==> config.mk <==
export PLATFORM = sky130hd
export DESIGN_NAME = multi_sin_scroller
export DESIGN_NICKNAME = d
export VERILOG_FILES = /design/src/rtl/multi_sin_scroller.sv
export SDC_FILE = /design/constraint.sdc
export NUM_CORES = 1
export LEC_CHECK = 0
export ABC_AREA = 1
export BUFFER_PORTS_ARGS = -buffer_cell sky130_fd_sc_hd__buf_2
export CORE_ASPECT_RATIO = 1.75
export CORE_MARGIN = 8
export CORE_UTILIZATION = 59
export CTS_CLUSTER_SIZE = 28
export DETAILED_ROUTE_END_ITERATION = 6
export GPL_TIMING_DRIVEN = 0
export HOLD_SLACK_MARGIN = 0.1
export PLACE_DENSITY_LB_ADDON = 0.15
export SLEW_MARGIN = 5
export SYNTH_ARGS = -nofsm -noshare
export SYNTH_HDL_FRONTEND = slang
export SYNTH_SLANG_ARGS = --single-unit
==> constraint.sdc <==
create_clock -name clk -period 4.2 [get_ports clk]
set_clock_uncertainty 0.05 [all_clocks]
set_input_delay 0.42 -clock clk [delete_from_list [all_inputs] [get_ports clk]]
set_output_delay 0.42 -clock clk [all_outputs]
set_load 0.02 [all_outputs]
==> src/rtl/multi_sin_scroller.sv <==
// Multi-channel scrolling sine-trace renderer.
// Each channel owns a phase register that advances by 'speed' on every
// enabled frame_start; per pixel, every channel looks up a sine table
// indexed by the column step plus its phase and reports a hit when the
// pixel row lies inside its THICK-row trace. The result is registered.
// Optional feature macro: MULTI_SIN_SCROLLER_REVERSE_EN. When defined,
// odd-index channels scroll backwards by decrementing their phase.
module multi_sin_scroller #(
  parameter int CHANNELS  = 2,
  parameter int LUT_LOG2  = 4,
  parameter int TOP_Y     = 180,
  parameter int CH_PITCH  = 80,
  parameter int BAR_SHIFT = 5,
  parameter int AMP_SHIFT = 2,
  parameter int THICK     = 4
) (
  input  logic       clk,
  input  logic       rst,
  input  logic       frame_start,
  input  logic       enable,
  input  logic [3:0] speed,
  input  logic       pix_valid,
  input  logic [9:0] pix_x,
  input  logic [9:0] pix_y,
  output logic       draw,
  output logic [1:0] ch_hit
);

  // Master 64-entry table floor(128 + 127*sin(2*pi*k/64)); shallower
  // tables are exact subsamples of it, so one table serves every depth.
  function automatic logic [7:0] sine64(input logic [5:0] k);
    logic [7:0] v;
    case (k)
      6'd0:  v = 8'd128;  6'd1:  v = 8'd140;  6'd2:  v = 8'd152;  6'd3:  v = 8'd164;
      6'd4:  v = 8'd176;  6'd5:  v = 8'd187;  6'd6:  v = 8'd198;  6'd7:  v = 8'd208;
      6'd8:  v = 8'd217;  6'd9:  v = 8'd226;  6'd10: v = 8'd233;  6'd11: v = 8'd240;
      6'd12: v = 8'd245;  6'd13: v = 8'd249;  6'd14: v = 8'd252;  6'd15: v = 8'd254;
      6'd16: v = 8'd255;  6'd17: v = 8'd254;  6'd18: v = 8'd252;  6'd19: v = 8'd249;
      6'd20: v = 8'd245;  6'd21: v = 8'd240;  6'd22: v = 8'd233;  6'd23: v = 8'd226;
      6'd24: v = 8'd217;  6'd25: v = 8'd208;  6'd26: v = 8'd198;  6'd27: v = 8'd187;
      6'd28: v = 8'd176;  6'd29: v = 8'd164;  6'd30: v = 8'd152;  6'd31: v = 8'd140;
      6'd32: v = 8'd128;  6'd33: v = 8'd115;  6'd34: v = 8'd103;  6'd35: v = 8'd91;
      6'd36: v = 8'd79;   6'd37: v = 8'd68;   6'd38: v = 8'd57;   6'd39: v = 8'd47;
      6'd40: v = 8'd38;   6'd41: v = 8'd29;   6'd42: v = 8'd22;   6'd43: v = 8'd15;
      6'd44: v = 8'd10;   6'd45: v = 8'd6;    6'd46: v = 8'd3;    6'd47: v = 8'd1;
      6'd48: v = 8'd1;    6'd49: v = 8'd1;    6'd50: v = 8'd3;    6'd51: v = 8'd6;
      6'd52: v = 8'd10;   6'd53: v = 8'd15;   6'd54: v = 8'd22;   6'd55: v = 8'd29;
      6'd56: v = 8'd38;   6'd57: v = 8'd47;   6'd58: v = 8'd57;   6'd59: v = 8'd68;
      6'd60: v = 8'd79;   6'd61: v = 8'd91;   6'd62: v = 8'd103;  default: v = 8'd115;
    endcase
    return v;
  endfunction

  // Scale a LUT_LOG2-bit index onto the 64-entry master table.
  function automatic logic [7:0] lut_value(input logic [LUT_LOG2-1:0] idx);
    logic [5:0] k;
    k = 6'(idx) << (6 - LUT_LOG2);
    return sine64(k);
  endfunction

  logic [LUT_LOG2-1:0] step;
  logic [LUT_LOG2-1:0] col_step;
  logic [CHANNELS-1:0] hit;
  logic                any_hit;
  logic [1:0]          first_ch;

  // Both the phase step and the column step wrap naturally modulo D.
  assign step     = LUT_LOG2'(speed);
  assign col_step = LUT_LOG2'(pix_x >> BAR_SHIFT);

  for (genvar c = 0; c < CHANNELS; c++) begin : g_ch
    localparam logic [10:0] BASE = 11'(TOP_Y + c * CH_PITCH);

    logic [LUT_LOG2-1:0] phase;
    logic [LUT_LOG2-1:0] next_phase;
    logic [LUT_LOG2-1:0] idx;
    logic [10:0]         wave;
    logic [11:0]         wave_end;

`ifdef MULTI_SIN_SCROLLER_REVERSE_EN
    if ((c % 2) == 1) begin : g_rev
      assign next_phase = phase - step;
    end else begin : g_fwd
      assign next_phase = phase + step;
    end
`else
    assign next_phase = phase + step;
`endif

    // Phase register: reset wins over frame_start; enable=0 freezes it.
    always_ff @(posedge clk) begin
      if (rst) begin
        phase <= '0;
      end else if (frame_start && enable) begin
        phase <= next_phase;
      end
    end

    // Rendering always reads the current (pre-update) phase.
    assign idx      = col_step + phase;
    assign wave     = BASE + 11'(lut_value(idx) >> AMP_SHIFT);
    assign wave_end = {1'b0, wave} + 12'(THICK);
    assign hit[c]   = pix_valid && ({1'b0, pix_y} >= wave) &&
                      ({2'b0, pix_y} < wave_end);
  end

  // Lowest-index hitting channel wins; index stays 0 when nothing hits.
  always_comb begin
    any_hit  = 1'b0;
    first_ch = 2'd0;
    for (int c = CHANNELS - 1; c >= 0; c--) begin
      if (hit[c]) begin
        any_hit  = 1'b1;
        first_ch = 2'(c);
      end
    end
  end

  // Output register giving the one-cycle pixel latency.
  always_ff @(posedge clk) begin
    if (rst) begin
      draw   <= 1'b0;
      ch_hit <= 2'd0;
    end else begin
      draw   <= any_hit;
      ch_hit <= any_hit ? first_ch : 2'd0;
    end
  end

endmodule

==> flow_metrics.env <==
export IMPL_run_status="complete, no violations"
export IMPL_n_fill_cell=370
export IMPL_drcViolationCount=0
export IMPL_cpPeakStageDelay_ns=0.63
export IMPL_design_die_area_um2=6136
export IMPL_crit_path_end_kind="flop"
export IMPL_detail_route_wirelength_mm=4.744
export IMPL_worstSetupStartpointType="flop"
export IMPL_antenna_found_initial=0
export IMPL_die_width_um=62.74
export IMPL_n_antenna_cell=0
export IMPL_globalplace_congestion=0.7963
export IMPL_ys_warnings_count=0
export IMPL_placed_cells_incl_taps=406
export IMPL_syn_cell_area_um2=2256
export IMPL_cts_hold_buffers=0
export IMPL_drtIter0Drc=75
export IMPL_initial_core_util=0.5950
export IMPL_yosys_cell_types_count=39
export IMPL_power_density_nw_per_um2=296.7
export IMPL_fp_row_count=30
export IMPL_hpwl_mm=4.234
export IMPL_ys_top_cells_by_area="ha_1, nand2_1, dfxtp_1"
export IMPL_drtAntennaViolNets=0
export IMPL_boundaryPins=32
export IMPL_period_minus_slack_ns=3.738
export IMPL_dr_total_vias=2121
export IMPL_grt_pass1_vias=2087
export IMPL_post_cts_buffers=0
export IMPL_arrival_ns=3.84
export IMPL_final_hold_violation_count=0
export IMPL_path_class="reg2reg"
export IMPL_ys_top_cells_by_count="nand2_1, ha_1, inv_1"
export IMPL_clk_insertion_delay_late_ns=0.24
export IMPL_synth_edff_count=0
export IMPL_cts_reportedPaths_clkPinSlew_ns=0.06
export IMPL_gr_usage_all_layers=0.1603
export IMPL_synth_seq_area_share=0.08874
export IMPL_layout_overhead_on_the_synthesized_area_pct=10.43
export IMPL_post_drt_wl_per_cell_um=11.57
export IMPL_hold_path_startpoint="rst"
export IMPL_final_layout_size_suffix_gt1_frac=0.1547
export IMPL_first_pass_detailed_route_iteration_total=4
export IMPL_finalSetupViolations=0
export IMPL_postSynthNetCount=421
export IMPL_postSynthRegisterBits=10
export IMPL_timing_setup_tns_ns=0
export IMPL_grt_pass1_wl_mm=8.376
export IMPL_synthesis_instances=334
export IMPL_tritoncts="yes"
export IMPL_fmax_ghz=0.2675
export IMPL_cells_along_the_critical_path="ha_1 -> fa_1 -> ha_1 -> inv_1 -> nand3_1 -> nand2_1 -> nand3_1 -> nand2_1 -> ha_1 -> inv_1 -> xor2_4 -> nand2b_1 -> nor2_1 -> nand2_2 -> nand2_1 -> ha_1 -> nand2_1 -> nor2_1 -> nand2_1 -> nor2_1 -> a211oi_1 -> nand3_1 -> nand2_1 -> inv_1"
export IMPL_longest_clk_path_bufs=2
export IMPL_power_leakage_uw=0.001363
export IMPL_vdd_ir_drop_max_uv=223.7
export IMPL_final_setup_worst_slack_ns=0.4617
export IMPL_drv_max_cap_violation_count=0
export IMPL_cp_required_ns=4.30
export IMPL_path_max_fanout=7
export IMPL_critical_path_startpoint="g_ch[0].phase[0]"
export IMPL_hold_class="in2reg"
export IMPL_detail_route_vias_per_cell=5.173
export IMPL_synth_top_area_frac=0.2995
export IMPL_fp_coreArea_um2=3791
export IMPL_crit_reg2reg_launch="g_ch[0].phase[0]"
export IMPL_slew_viol_final=0
export IMPL_crit_slowest_cell="fa_1"
export IMPL_cts_htree_levels=1
export IMPL_finalCritPeriodShare=0.8901
export IMPL_postSynth_topFlopCell="dfxtp_1"
export IMPL_post_cts_resized=0
export IMPL_numPortBuffers=24
export IMPL_globalRouteOverflowTotal=0
export IMPL_yosysMostFrequentCell="nand2_1"
export IMPL_yosysTopAreaCell="ha_1"
export IMPL_clock_sinks=10
export IMPL_synth_avg_cell_area_um2=6.754
export IMPL_overall_die_height_um=97.80
export IMPL_grt_start_max_net_pins=11
export IMPL_cell_type_with_the_highest_occurrence_count_on_the_critical_path="nand2_1"
export IMPL_final_instance_count_excl_fill=410
export IMPL_unrepaired_setup_endpoints_after_global_routing="false"
export IMPL_nets=450
export IMPL_async_reset_ff_frac=0
export IMPL_cts_root_buf="clkbuf_8"
export IMPL_place_ws_ns=0.1727
export IMPL_cts_made_buffers=3
## state kept, by name (all words and copies together), names as in the netlist
register	cells
g_ch.phase	8
ch_hit	1
draw	1
## layer usage
layer | GRT usage | wire length, um | part of all wire | vias up
met5 | 0 | 0 | 0 | -
li1 | - | - | - | 1144
met4 | 0.03357 | 49 | 0.010 | 0
met1 | 0.1380 | 1833 | 0.39 | 937
met3 | 0.03326 | 171 | 0.036 | 6
met2 | 0.3478 | 2689 | 0.57 | 34
## cell families (layout without fill, tap and decap cells)
| logic type | after synthesis | count (layout) | share of synthesized area |
|---|---|---|---|
| AO/OA/AOI/OAI | 54 | 54 | 0.1392 |
| XOR/XNOR | 9 | 9 | 0.04326 |
| adder cells (fa/ha/maj) | 58 | 58 | 0.3350 |
| buffers and inverters | 52 | 80 | 0.09152 |
| flip-flops | 10 | 10 | 0.08874 |
| other | 2 | 2 | 0.003329 |
| AND/OR/NAND/NOR | 149 | 149 | 0.2989 |
## final timing paths
kind              slack [ns]  depth (start not counted)          endpoint
setup / recovery        0.46                         24         ch_hit[0]
hold / removal          0.33                          2  g_ch[1].phase[3]
setup reg to reg        0.46                         24         ch_hit[0]
hold reg to reg         0.44                          2  g_ch[0].phase[3]
## final cells by class
type / count / area [um^2] / area share
Sequential cell: 10 / 200.2 / 0.08036
Multi-Input combinational cell: 272 / 1849 / 0.7423
Clock buffer: 4 / 55.05 / 0.02210
Tap cell: 48 / 60.06 / 0.02411
Timing Repair Buffer: 24 / 120.1 / 0.04822
Inverter: 49 / 183.9 / 0.07383
Buffer: 3 / 22.52 / 0.009041
## cells in the final DEF, fill, tap and decap left out, types with 5 or more instances in the layout
| master | count |
|---|---|
| o21ai_0 | 20 |
| inv_2 | 5 |
| nand2_2 | 10 |
| nand2_1 | 76 |
| buf_2 | 24 |
| nor2_1 | 28 |
| ha_1 | 54 |
| nand3_1 | 16 |
| xor2_1 | 6 |
| a21oi_1 | 20 |
| dfxtp_1 | 10 |
| inv_1 | 44 |
## critical path, delay by kind of cell (launching register included)
kind            cells  cell delay, ns
xor+xnor            1            0.20
compound gates      1            0.27
flops               1            0.32
simple gates       14            1.03
fa+ha+maj           5            1.53
buf+inv             3            0.23
## stage by stage
step / utilization / hold WS [ns] / area [um^2] / total power (uW)
CTS: 0.6571 / 0.3326 / 2491 / 746.1
finish: 0.6571 / 0.3293 / 2491 / 739.1
global placement: 0.6426 / 0.4256 / 2436 / 601.5
global route: 0.6571 / 0.3358 / 2491 / 832.2
floorplan: - / 0.4182 / 2256 / 512.9
detailed placement: 0.6426 / 0.4375 / 2436 / 616.9
## power by group
| part | total (uW) | internal (uW) | switching, uW |
|---|---|---|---|
| Sequential | 108 | 102 | 6.50 |
| Combinational | 501 | 200 | 301 |
| Clock | 130 | 82.9 | 46.6 |
Note: power is estimated with default switching activity, not from simulation.
